### config.mk
export PLATFORM = sky130hd
export DESIGN_NAME = load_store_unit_flat
export DESIGN_NICKNAME = d
export VERILOG_FILES = /design/src/rtl/load_store_unit_if.sv /design/src/rtl/load_store_unit.sv /design/src/flat_wrapper.sv
export SDC_FILE = /design/constraint.sdc
export NUM_CORES = 1
export LEC_CHECK = 0
export CORE_MARGIN = 2
export CORE_UTILIZATION = 46
export CTS_BUF_LIST = sky130_fd_sc_hd__clkbuf_2
export DETAILED_ROUTE_END_ITERATION = 10
export GPL_ROUTABILITY_DRIVEN = 1
export PLACE_DENSITY_LB_ADDON = 0.1
export SKIP_CTS_REPAIR_TIMING = 1
export SYNTH_ARGS = -nofsm -noshare
export SYNTH_HDL_FRONTEND = slang
export SYNTH_SLANG_ARGS = --single-unit
### constraint.sdc
create_clock -name CLK -period 2.1 [get_ports CLK]
set_clock_uncertainty 0.05 [all_clocks]
set_input_delay 0.42 -clock CLK [delete_from_list [all_inputs] [get_ports CLK]]
set_output_delay 0.42 -clock CLK [all_outputs]
set_load 0.05 [all_outputs]
### src/rtl/load_store_unit_if.sv
// Pipeline and data-memory signals of the load/store unit.
// The master modport is the LSU side; slave is the pipeline plus memory side.
interface load_store_unit_if;
    localparam int unsigned XLEN = 32;
    localparam int unsigned BE_W = XLEN / 8;

    logic            Valid;
    logic            MemRead;
    logic            MemWrite;
    logic [2:0]      Funct3;
    logic [XLEN-1:0] ALUResult;
    logic [XLEN-1:0] WriteData;
    logic            Stall;
    logic            Done;
    logic [XLEN-1:0] ReadData;
    logic            AccessErr;
    logic            BusErr;
    logic            MemReq;
    logic            MemWE;
    logic [XLEN-1:0] MemAddr;
    logic [BE_W-1:0] MemBE;
    logic [XLEN-1:0] MemWData;
    logic            MemReady;
    logic [XLEN-1:0] MemRData;

    modport master (
        input  Valid, MemRead, MemWrite, Funct3, ALUResult, WriteData,
        input  MemReady, MemRData,
        output Stall, Done, ReadData, AccessErr, BusErr,
        output MemReq, MemWE, MemAddr, MemBE, MemWData
    );

    modport slave (
        output Valid, MemRead, MemWrite, Funct3, ALUResult, WriteData,
        output MemReady, MemRData,
        input  Stall, Done, ReadData, AccessErr, BusErr,
        input  MemReq, MemWE, MemAddr, MemBE, MemWData
    );
endinterface

### src/rtl/load_store_unit.sv
// RV32I memory stage: B/H/W loads and stores over a req/ready bus with wait
// states, timeout abort and load-data extension.
module load_store_unit #(
    parameter int unsigned TIMEOUT    = 15,
    parameter logic [31:0] RESET_DATA = 32'h0
) (
    input  logic               CLK,
    input  logic               RESETn,
    load_store_unit_if.master  bus
);
    localparam int unsigned XLEN  = 32;
    localparam int unsigned BE_W  = 4;
    localparam int unsigned CNT_W = 8;

    typedef enum logic [1:0] {IDLE, BUS, DONE} state_t;

    state_t          state;
    logic [CNT_W-1:0] cnt;
    logic [2:0]      f3_q;
    logic [1:0]      off_q;

    logic            req;
    logic            f3_ok;
    logic            align_ok;
    logic            legal_req;
    logic            illegal_req;
    logic [BE_W-1:0] be_c;
    logic [XLEN-1:0] wdata_c;
    logic [7:0]      byte_c;
    logic [15:0]     half_c;
    logic [XLEN-1:0] ext_c;

    // Request legality and store lane steering; a read+write request is a store.
    always_comb begin
        req         = bus.Valid & (bus.MemRead | bus.MemWrite);
        f3_ok       = 1'b0;
        align_ok    = 1'b0;
        be_c        = 4'b1111;
        wdata_c     = bus.WriteData;
        case (bus.Funct3)
            3'b000, 3'b001, 3'b010: f3_ok = 1'b1;
            3'b100, 3'b101:         f3_ok = ~bus.MemWrite;
            default:                f3_ok = 1'b0;
        endcase
        case (bus.Funct3)
            3'b000, 3'b100: align_ok = 1'b1;
            3'b001, 3'b101: align_ok = ~bus.ALUResult[0];
            3'b010:         align_ok = (bus.ALUResult[1:0] == 2'b00);
            default:        align_ok = 1'b0;
        endcase
        legal_req   = req & f3_ok & align_ok;
        illegal_req = req & ~legal_req;
        if (bus.MemWrite) begin
            case (bus.Funct3[1:0])
                2'b00: begin
                    be_c    = BE_W'(4'b0001 << bus.ALUResult[1:0]);
                    wdata_c = {4{bus.WriteData[7:0]}};
                end
                2'b01: begin
                    be_c    = bus.ALUResult[1] ? 4'b1100 : 4'b0011;
                    wdata_c = {2{bus.WriteData[15:0]}};
                end
                default: begin
                    be_c    = 4'b1111;
                    wdata_c = bus.WriteData;
                end
            endcase
        end
    end

    // Load lane selection and sign/zero extension of the returned word.
    always_comb begin
        byte_c = bus.MemRData[7:0];
        case (off_q)
            2'd0:    byte_c = bus.MemRData[7:0];
            2'd1:    byte_c = bus.MemRData[15:8];
            2'd2:    byte_c = bus.MemRData[23:16];
            default: byte_c = bus.MemRData[31:24];
        endcase
        half_c = off_q[1] ? bus.MemRData[31:16] : bus.MemRData[15:0];
        case (f3_q)
            3'b000:  ext_c = {{24{byte_c[7]}}, byte_c};
            3'b001:  ext_c = {{16{half_c[15]}}, half_c};
            3'b100:  ext_c = {24'h0, byte_c};
            3'b101:  ext_c = {16'h0, half_c};
            default: ext_c = bus.MemRData;
        endcase
    end

    assign bus.Stall = (state == BUS) || ((state != BUS) && legal_req);

    always_ff @(posedge CLK or negedge RESETn) begin
        if (!RESETn) begin
            state         <= IDLE;
            cnt           <= '0;
            f3_q          <= '0;
            off_q         <= '0;
            bus.MemReq    <= 1'b0;
            bus.MemWE     <= 1'b0;
            bus.MemAddr   <= '0;
            bus.MemBE     <= '0;
            bus.MemWData  <= '0;
            bus.Done      <= 1'b0;
            bus.AccessErr <= 1'b0;
            bus.BusErr    <= 1'b0;
            bus.ReadData  <= RESET_DATA;
        end else begin
            bus.Done      <= 1'b0;
            bus.AccessErr <= 1'b0;
            bus.BusErr    <= 1'b0;
            case (state)
                IDLE, DONE: begin
                    state <= IDLE;
                    if (legal_req) begin
                        state        <= BUS;
                        cnt          <= '0;
                        f3_q         <= bus.Funct3;
                        off_q        <= bus.ALUResult[1:0];
                        bus.MemReq   <= 1'b1;
                        bus.MemWE    <= bus.MemWrite;
                        bus.MemAddr  <= {bus.ALUResult[31:2], 2'b00};
                        bus.MemBE    <= be_c;
                        bus.MemWData <= wdata_c;
                    end else if (illegal_req) begin
                        bus.AccessErr <= 1'b1;
                    end
                end
                BUS: begin
                    if (bus.MemReady) begin
                        state      <= DONE;
                        bus.MemReq <= 1'b0;
                        bus.Done   <= 1'b1;
                        if (!bus.MemWE) begin
                            bus.ReadData <= ext_c;
                        end
                    end else if (cnt == CNT_W'(TIMEOUT - 1)) begin
                        // Abort: ReadData deliberately left untouched.
                        state      <= IDLE;
                        bus.MemReq <= 1'b0;
                        bus.BusErr <= 1'b1;
                    end else begin
                        cnt <= cnt + CNT_W'(1);
                    end
                end
                default: state <= IDLE;
            endcase
        end
    end
endmodule
### src/flat_wrapper.sv
// flat-port wrapper written by rule: the top's interface ports become plain ports
module load_store_unit_flat 
#(
    parameter int unsigned TIMEOUT    = 15,
    parameter logic [31:0] RESET_DATA = 32'h0
)
  (CLK, RESETn, bus_Valid, bus_MemRead, bus_MemWrite, bus_Funct3, bus_ALUResult, bus_WriteData, bus_MemReady, bus_MemRData, bus_Stall, bus_Done, bus_ReadData, bus_AccessErr, bus_BusErr, bus_MemReq, bus_MemWE, bus_MemAddr, bus_MemBE, bus_MemWData);
  load_store_unit_if bus_i ();
  input  logic CLK;
  input  logic RESETn;
  input wire logic [$bits(bus_i.Valid)-1:0] bus_Valid;
  input wire logic [$bits(bus_i.MemRead)-1:0] bus_MemRead;
  input wire logic [$bits(bus_i.MemWrite)-1:0] bus_MemWrite;
  input wire logic [$bits(bus_i.Funct3)-1:0] bus_Funct3;
  input wire logic [$bits(bus_i.ALUResult)-1:0] bus_ALUResult;
  input wire logic [$bits(bus_i.WriteData)-1:0] bus_WriteData;
  input wire logic [$bits(bus_i.MemReady)-1:0] bus_MemReady;
  input wire logic [$bits(bus_i.MemRData)-1:0] bus_MemRData;
  output wire logic [$bits(bus_i.Stall)-1:0] bus_Stall;
  output wire logic [$bits(bus_i.Done)-1:0] bus_Done;
  output wire logic [$bits(bus_i.ReadData)-1:0] bus_ReadData;
  output wire logic [$bits(bus_i.AccessErr)-1:0] bus_AccessErr;
  output wire logic [$bits(bus_i.BusErr)-1:0] bus_BusErr;
  output wire logic [$bits(bus_i.MemReq)-1:0] bus_MemReq;
  output wire logic [$bits(bus_i.MemWE)-1:0] bus_MemWE;
  output wire logic [$bits(bus_i.MemAddr)-1:0] bus_MemAddr;
  output wire logic [$bits(bus_i.MemBE)-1:0] bus_MemBE;
  output wire logic [$bits(bus_i.MemWData)-1:0] bus_MemWData;
  assign bus_i.Valid = bus_Valid;
  assign bus_i.MemRead = bus_MemRead;
  assign bus_i.MemWrite = bus_MemWrite;
  assign bus_i.Funct3 = bus_Funct3;
  assign bus_i.ALUResult = bus_ALUResult;
  assign bus_i.WriteData = bus_WriteData;
  assign bus_i.MemReady = bus_MemReady;
  assign bus_i.MemRData = bus_MemRData;
  assign bus_Stall = bus_i.Stall;
  assign bus_Done = bus_i.Done;
  assign bus_ReadData = bus_i.ReadData;
  assign bus_AccessErr = bus_i.AccessErr;
  assign bus_BusErr = bus_i.BusErr;
  assign bus_MemReq = bus_i.MemReq;
  assign bus_MemWE = bus_i.MemWE;
  assign bus_MemAddr = bus_i.MemAddr;
  assign bus_MemBE = bus_i.MemBE;
  assign bus_MemWData = bus_i.MemWData;
  load_store_unit #(.TIMEOUT(TIMEOUT), .RESET_DATA(RESET_DATA)) u_core (.CLK(CLK), .RESETn(RESETn), .bus(bus_i));
endmodule
# Yosys cells after proc, flatten, opt, wreduce, memory -nomap -nowiden
# Index checks and enable logic that the tools add are counted.
[totals]
ff_bits = 118
latch_bits = 0
ram_bits = 0
mem_bits_ro = 0
in_bits = 105
output_inout_bits = 106
wordCells = 90
n_memories = 0
[op_classes]
add_sub_neg = 1
multipliers = 0
n_div = 0
order_cmp = 0
n_eq_ne = 18
shift = 1
muxes = 30
n_bitwise = 9
reduce_logical = 18
[op_table]
columns = ["op", "n"]
rows = [
  ["case mux 32 bit (4 select lines)", 1],
  ["case mux 32 bit (2 select lines)", 1],
  ["two-way mux 32 bit", 1],
  ["two-way mux 8 bit", 3],
  ["case mux 8 bit (3 select lines)", 1],
  ["two-way mux 16 bit", 1],
  ["case mux 8 bit (2 select lines)", 1],
  ["== test 3 bit (second input constant)", 4],
  ["two-way mux 1 bit", 12],
  ["adder 8 x 1 -> 8 bit (second input constant)", 1],
  ["== test 8 x 4 -> 1 bit (second input constant)", 1],
  ["zero test 2 bit", 4],
  ["two-way mux 4 bit", 2],
  ["case mux 4 bit (2 select lines)", 1],
  ["OR reduction 2 bit", 4],
  ["== test 2 x 1 -> 1 bit (second input constant)", 3],
  ["== test 3 x 1 -> 1 bit (second input constant)", 2],
  ["zero test 3 bit", 2],
  ["AND reduction 3 bit", 2],
  ["AND 1 bit", 4],
  ["== test 2 bit (second input constant)", 2],
  ["two-way mux 2 bit", 2],
  ["inequality test 2 x 1 -> 1 bit (second input constant)", 2],
  ["inequality test 2 bit (second input constant)", 2],
  ["14 further kinds", 18],
]

# Longest topological paths before layout
# Gate-level depths: netlist (run 1).
[logic_depth]
word_depth = 10
depth_mapped = 7
ltp_nobuf = 6

# Worst setup path after synthesis (run 1)
# No wires, ideal clock.
[synth_timing]
path_kind = "register -> register"
from = "register u_core.bus.MemWE"
to = "register u_core.bus.ReadData[16]"
arrival_time_ps = 1732
slack_ps = 196
stages_incl_launch_ff = 7
synth_period_minus_slack_ps = 1904
cell_sequence = "dfrtp_1 -> nor4bb_1 -> clkbuf_1 -> o21ai_0 -> o22ai_2 -> buf_4 -> a21oi_1"
[synth_via]
elab_chain_cells = 2
[synth_rtl]
columns = ["element", "line_no", "text"]
rows = [
  ["from (decl)", "load_store_unit_if.sv:30", "output MemReq, MemWE, MemAddr, MemBE, MemWData"],
  ["from (signal assigned)", "load_store_unit.sv:120", "bus.MemWE <= bus.MemWrite;"],
  ["inverter 1 bit (no line)", "n/a", ""],
  ["AND reduction 3 bit (no line)", "n/a", ""],
  ["to (signal assigned)", "load_store_unit.sv:134", "bus.ReadData <= ext_c;"],
  ["to (decl)", "load_store_unit_if.sv:29", "output Stall, Done, ReadData, AccessErr, BusErr,"],
]
# No other way between the ends.
# A chain may end at the register's enable or synchronous reset.

# Worst setup path in the final report (run 1)
[layout_timing]
from = "input bus_MemWrite"
to = "output bus_Stall"
[layout_via]
elab_chain_cells = 6
word_cells_on_any_way = 8
cone_classes = "mux (1); bitwise (5); reduce/logical (2)"
[layout_rtl]
columns = ["element", "line_no", "text"]
rows = [
  ["from (decl)", "flat_wrapper.sv:13", "input wire logic [$bits(bus_i.MemWrite)-1:0] bus_MemWrite;"],
  ["inverter 1 bit / bitwise OR 1 bit (equally long branches)", "load_store_unit.sv:42, load_store_unit.sv:35", ""],
  ["case mux 1 bit (2 select lines) / AND 1 bit (equally long branches)", "load_store_unit.sv:40, load_store_unit.sv:35", ""],
  ["AND 1 bit (*) (2 in series)", "load_store_unit.sv:51", "legal_req = req & f3_ok & align_ok;"],
  ["logical AND 1 bit (*)", "load_store_unit.sv:90", "assign bus.Stall = (state == BUS) || ((state != BUS) && legal_req);"],
  ["logical OR 1 bit (*)", "load_store_unit.sv:90", ""],
  ["to (decl)", "flat_wrapper.sv:19", "output wire logic [$bits(bus_i.Stall)-1:0] bus_Stall;"],
]
# Every way passes the cells marked *; elsewhere a longest branch is shown, timed or not.

==> results of run 1 <==
-- synth_stat cells, types with 3 or more instances --
library cell	count	share of area, %
nand2_1	195	13
dfrtp_1	118	54
o21ai_0	52	4.7
nor2_1	48	3.3
a21oi_1	30	2.7
mux2i_1	25	4.6
a211oi_1	15	2.1
clkbuf_1	14	0.96
buf_2	10	0.91
nor3_1	10	0.91
inv_1	8	0.55
a32o_1	7	1.3
buf_4	7	0.96
mux2_2	7	1.4
buf_1	4	0.27
nand2b_1	4	0.46
nand3_1	4	0.36
xor2_1	4	0.64
buf_6	3	0.62
or3_1	3	0.34
-- layout by cell type (no fill, tap or decap), drive strengths merged, types with 2 or more instances in the layout --
cell type	n
clkinv	9
and4	2
buf	46
o21ai	52
a31oi	2
a211oi	15
and3	2
ha	2
a32o	7
nor2b	2
nand3	4
and3b	2
conb	2
clkdlybuf4s50	100
nor3	10
xor2	4
nand4	2
nor2	48
dfrtp	118
mux2i	25
or3	4
dlymetal6s2s	105
a21o	2
inv	8
nand2	195
clkbuf	20
and2	2
mux2	7
nand2b	4
a21oi	30
-- area by class of cell --
cell class,count,area [um^2],area share [%]
tap,143,179,2.12
clock inverter,9,40.0,0.475
multi-input combinational,439,2350,27.9
sequential,118,2960,35.1
inverter,8,30.0,0.356
clock buffer,20,100,1.19
timing repair buffer,252,2770,32.9
-- flip-flops by register name (all words and copies together), names as in the netlist, 2 cells and up --
register / cells
u_core.cnt: 8
u_core.state: 2
u_core.bus.MemAddr: 30
u_core.bus.MemBE: 4
u_core.off_q: 2
u_core.f3_q: 3
u_core.bus.MemWData: 32
u_core.bus.ReadData: 32
-- through the flow --
step / utilization [%] / TNS [ns] / std cells / hold slack, ns / cell area, um^2
2_1_floorplan: - / 0 / 605 / 0.0744 / 5490
3_3_place_gp: 69.1 / -16.73 / 956 / 0.322 / 7960
3_5_place_dp: 69.1 / -20.41 / 956 / 0.329 / 7960
4_1_cts: 70.3 / -32.01 / 985 / -0.464 / 8100
5_1_grt: 73.2 / -0.130 / 989 / 0.0496 / 8420
6_report: 73.2 / -0.0310 / 989 / 0.0859 / 8420
-- worst min path at each step --
stage                     slack, ns                 endpoint  cells after the start        startpoint
after floorplan                0.07     u_core.bus.AccessErr                      0            RESETn
after global placement         0.32  u_core.bus.MemWData[22]                      1            RESETn
after detailed placement       0.33  u_core.bus.MemWData[22]                      1            RESETn
after CTS                     -0.46  u_core.bus.ReadData[29]                      1            RESETn
after global routing           0.05          u_core.off_q[0]                      4  bus_ALUResult[0]
final                          0.09          u_core.off_q[0]                      4  bus_ALUResult[0]
-- worst max-delay path: cells and delay by family --
family	cells	cell delay, ns
AO/OA/AOI/OAI	2	0.29
buffers and inverters	2	0.69
AND/OR/NAND/NOR	1	0.26
-- kinds of logic (layout without fill, tap and decap cells) --
kind of cell,after synthesis,in the layout
adders and majority gates,2,2
buffers and inverters,48,289
and+or+nand+nor,282,282
DFF,118,118
xor gates and xnor gates,4,4
other,1,2
AOI/OAI and AO/OA,116,116
muxes,33,33
-- report_power, final --
group / leakage, nW / internal, mW / switching (mW)
Combinational: 3.39 / 1.80 / 3.55
Clock: 0.109 / 0.276 / 0.790
Sequential: 1.46 / 2.97 / 0.432
-- layer usage --
metal  share of wire (%)  vias up  GRT usage [%]
met4                 1.8        0           9.43
li1                    -     2484              -
met1                  40     2466           31.9
met2                  48      210           40.8
met5                   0        -              0
met3                 9.5       27           8.03
==> flow_metrics.py, run 1 <==
metrics = {
    "outcome": {
        "status": "finished with violations",
        "violations": "DRC, setup timing",
    },
    "clock_network": {
        "cts_tree": "yes",
        "clock_latency_ns": 0.66,
        "clk_root_buffer_cell": "clkbuf_2",
        "path_clk_slew_ns": 0.14,
        "clock_path_buffers": 2,
        "htreeDepth": 4,
        "cts-buffers-inserted": 17,
        "cts.sinks": 118,
    },
    "floorplanning": {
        "die_h_um": 113,
        "core_um2": 11500,
        "die_x_um": 113,
        "die_area_um2": 12800,
        "start_util_pct": 47.6,
        "ios": 211,
        "row_count": 39,
    },
    "critical_path": {
        "max_stage_delay_ns": 0.54,
        "worstRegToRegCells": 6,
        "critPathArrivalTime_ns": 1.66,
        "cp_max_fo": 3,
        "cp-start-kind": "primary input",
        "r2r_end": "u_core.cnt[2]",
        "crit_path_top_delay_cell": "clkdlybuf4s50_1",
        "r2r_start": "u_core.cnt[0]",
        "worstSetupStartpoint": "bus_MemWrite",
        "regToRegSetupSlack_ns": 0.17,
        "path_cells": "clkdlybuf4s50_1 -> o21a_2 -> a211oi_4 -> or2_4 -> buf_12",
        "critPathCapture": "bus_Stall",
        "endpoint_kind": "output port",
        "required_ns": 1.63,
        "crit_type": "primary input to output port",
    },
    "synth": {
        "syn_area_um2": 5490,
        "synth_mux_area_share_pct": 6.41,
        "synth-simple-area-share_pct": 21.3,
        "async_flop_share_pct": 100,
        "synth_warnings": 0,
        "synthAdderAreaFrac_pct": 0.456,
        "ys_seq_area_share_pct": 53.8,
        "synth-edff-count": 0,
        "ys_types": 46,
        "syn-mean-instance-area_um2": 9.08,
        "synth_flop_cell": "dfrtp_1",
        "synth_compound_area_share_pct": 12.9,
        "synth_top_family_by_area": "simple AND/OR/NAND/NOR gates",
        "synth_seq_cells": 118,
        "yosys.area_share.xor_xnor_pct": 0.639,
        "postSynthCellCount": 604,
    },
    "pwr": {
        "ir_worst_vdd_v": 0.000704,
        "total_power_mw": 9.82,
        "power.leakage_nw": 4.96,
        "p_per_area_nw_per_um2": 1170,
    },
    "sta": {
        "slew_violations": 0,
        "fin_crit_sh_pct": 101,
        "rsz0062_at_grt": "true",
        "setup_viol": 1,
        "maxSlewHeadroom_pct": 62.2,
        "fin_crit_ns": 2.13,
        "fmax_ghz": 0.469,
        "hold_viol_final": 0,
        "layout_setup_ws_ns": -0.0310,
        "worstMarginPinSlew_ns": 0.566,
    },
    "global_routing": {
        "grt_pass1_vias": 5273,
        "grt_max_degree": 64,
        "grt_pass1_wl_um": 25500,
        "antenna_found_initial": 0,
        "gr-usage-all-layers_pct": 25.2,
        "overflow": 0,
    },
    "place": {
        "hpwl_um": 11700,
        "gp_congestion": 0.894,
        "io_buffers": 208,
        "post-place-ws_ns": -0.254,
    },
    "drt": {
        "drc": 15,
        "routedWlPerCell_um": 16.2,
        "wirelength_um": 16000,
        "drtPass1Iterations": 8,
        "first_iter_violations": 298,
        "antenna_left": 0,
        "avgViaCountPerCell": 5.24,
        "vias": 5187,
    },
    "min_path": {
        "hp-class": "primary input to flop",
    },
    "final_layout": {
        "n_fill_cell": 889,
        "diodes": 0,
        "layout.nets": 943,
        "areaGrowthSynthToFinish_pct": 53.5,
        "layout-drive-gt1-share_pct": 11.0,
    },
    "job": {
        "maxCapViolCount": 0,
    },
}
(Power assumes the default switching activity.)
==> run 2: changes to the inputs <==
--- a/config.mk
+++ b/config.mk
@@ -5,7 +5,7 @@
 export SDC_FILE = /design/constraint.sdc
 export NUM_CORES = 1
 export LEC_CHECK = 0
-export CORE_MARGIN = 2
+export CORE_MARGIN = 8
 export CORE_UTILIZATION = 46
 export CTS_BUF_LIST = sky130_fd_sc_hd__clkbuf_2
 export DETAILED_ROUTE_END_ITERATION = 10
==> run 2 against run 1 <==
Net effect:
- sequential power is essentially flat
- combinational power about the same
- critical endpoint unchanged
- highest routed layer unchanged
- die area increased by 22%
- count of clock-buffer cells in the layout unchanged
- cell count rose by 0.30%
- via count decreased by 0.35%
- register-to-register slack about the same
- the run ends with setup timing left
- wire length up 8.7%
- global-route usage fell by 3.4 points
- final area rose by 0.18%
==> flow_metrics.py, run 2 (synthesized netlist as in run 1, its figures left out) <==
metrics = {
    "outcome": {
        "status": "finished with violations",
        "violations": "setup timing",
    },
    "floorplanning": {
        "die_x_um": 125,
        "row_count": 40,
        "ios": 211,
        "die_area_um2": 15700,
        "die_h_um": 125,
        "start_util_pct": 46.5,
        "core_um2": 11800,
    },
    "clock_network": {
        "cts_tree": "yes",
        "htreeDepth": 4,
        "clock_latency_ns": 0.65,
        "clock_path_buffers": 2,
        "path_clk_slew_ns": 0.15,
        "cts.sinks": 118,
        "clk_root_buffer_cell": "clkbuf_2",
        "cts-buffers-inserted": 17,
    },
    "critical_path": {
        "cp.depth": 5,
        "cp_max_fo": 3,
        "endpoint_kind": "output port",
        "crit_path_top_delay_cell": "clkdlybuf4s50_1",
        "path_cells": "clkdlybuf4s50_1 -> a21o_4 -> a211oi_4 -> or2_4 -> buf_12",
        "max_stage_delay_ns": 0.48,
        "critPathTopFamily": "buffers and inverters",
        "required_ns": 1.63,
        "crit_buf_inv": 2,
        "crit_type": "primary input to output port",
        "critPathArrivalTime_ns": 1.68,
        "cp-start-kind": "primary input",
        "worstRegToRegCells": 6,
    },
    "pwr": {
        "ir_worst_vdd_v": 0.000551,
        "p_sw_mw": 4.83,
        "p_int_mw": 5.39,
        "switching_share_pct": 47.3,
        "pwr-share-comb_pct": 52.4,
        "total_power_mw": 10.2,
        "power_frac_seq_pct": 33.0,
        "p_per_area_nw_per_um2": 1210,
        "power_frac_clock_pct": 14.5,
        "power.leakage_nw": 4.88,
    },
    "global_routing": {
        "grt_max_degree": 61,
        "antenna_found_initial": 0,
        "gr-usage-all-layers_pct": 21.8,
        "grt_pass1_wl_um": 27400,
        "overflow": 0,
        "grt_pass1_vias": 5285,
    },
    "final_layout": {
        "areaGrowthSynthToFinish_pct": 53.8,
        "design_area_um2": 8440,
        "mostFrequentLayoutCells": "195 x nand2_1, 116 x dfrtp_1, 99 x clkdlybuf4s50_1",
        "diodes": 0,
        "fin_util_pct": 71.5,
        "final_common_cell": "nand2_1",
        "layout-drive-gt1-share_pct": 12.4,
        "layout.nets": 939,
        "top_regs": "u_core.bus.MemWData (32), u_core.bus.ReadData (32), u_core.bus.MemAddr (30)",
    },
    "sta": {
        "layout_setup_ws_ns": -0.0452,
        "slew_violations": 0,
        "hold_viol_final": 0,
        "rsz0062_at_grt": "true",
        "maxSlewHeadroom_pct": 62.1,
        "fin_crit_ns": 2.15,
        "fmax_ghz": 0.466,
        "setup_viol": 1,
        "worstMarginPinSlew_ns": 0.568,
        "fin_crit_sh_pct": 102,
    },
    "place": {
        "hpwl_um": 12900,
        "post-place-ws_ns": -0.310,
        "io_buffers": 208,
        "gp_congestion": 0.865,
        "placed_area_um2": 7880,
    },
    "job": {
        "maxCapViolCount": 0,
    },
    "drt": {
        "first_iter_violations": 444,
        "vias": 5169,
        "routedWlPerCell_um": 17.6,
        "drc": 0,
        "avgViaCountPerCell": 5.21,
        "wirelength_um": 17400,
        "antenna_left": 0,
        "drtPass1Iterations": 5,
    },
    "min_path": {
        "whs_path_depth": 4,
        "hp-class": "primary input to flop",
    },
}
## run 2: final timing paths
check / startpoint / to / slack (ns)
worst max-delay path: bus_Funct3[1] / bus_Stall / -0.05
worst min-delay path: bus_ALUResult[1] / u_core.off_q[1] / 0.13
worst max register to register: u_core.cnt[0] / u_core.cnt[2] / 0.16
worst min register to register: u_core.bus.MemAddr[4] / u_core.bus.MemAddr[4] / 0.44
max in group asynchronous: RESETn / u_core.bus.MemAddr[15] / 1.26
min in group asynchronous: RESETn / u_core.bus.ReadData[17] / 0.14
## run 2: area by class of cell
type,count,area (um^2)
fillers,909,3370
clock buffers,20,100
repair buffers,248,2670
flip-flops and latches,118,2960
clock inverters,12,135
multi-input cells,439,2360
inverters,8,30.0
well taps,147,184
## run 2: power groups by stage
| stage | Combinational [mW] | Clock, mW | Sequential, mW |
|---|---|---|---|
| floorplan | 1.07 | 0 | 5.72 |
| global placement | 5.34 | 0 | 3.42 |
| detailed placement | 5.41 | 0 | 3.45 |
| CTS | 5.42 | 1.54 | 3.41 |
| global route | 5.66 | 1.62 | 3.47 |
| finish | 5.36 | 1.49 | 3.38 |
## run 2: through the flow
| stage | std cells | hold slack [ns] | setup TNS, ns |
|---|---|---|---|
| 2_1_floorplan | 605 | 0.0744 | 0 |
| 3_3_place_gp | 956 | 0.295 | -19.43 |
| 3_5_place_dp | 956 | 0.297 | -23.48 |
| 4_1_cts | 988 | -0.484 | -29.50 |
| 5_1_grt | 992 | 0.0786 | -0.105 |
| 6_report | 992 | 0.129 | -0.0452 |
## run 2: tightest hold or removal path, stage by stage
cell and delay [ns]:
dlymetal6s2s_1 0.13, buf_4 0.14, nand2_1 0.04, o21ai_0 0.06
## run 2: layer usage
metal / wire (um) / part of all wire [%] / vias up / track usage, %
met4: 615 / 3.5 / 0 / 10.7
met2: 8660 / 50 / 180 / 36.8
met5: 0 / 0 / - / 0
li1: - / - / 2479 / -
met1: 7120 / 41 / 2468 / 25.1
met3: 1020 / 5.9 / 42 / 6.25
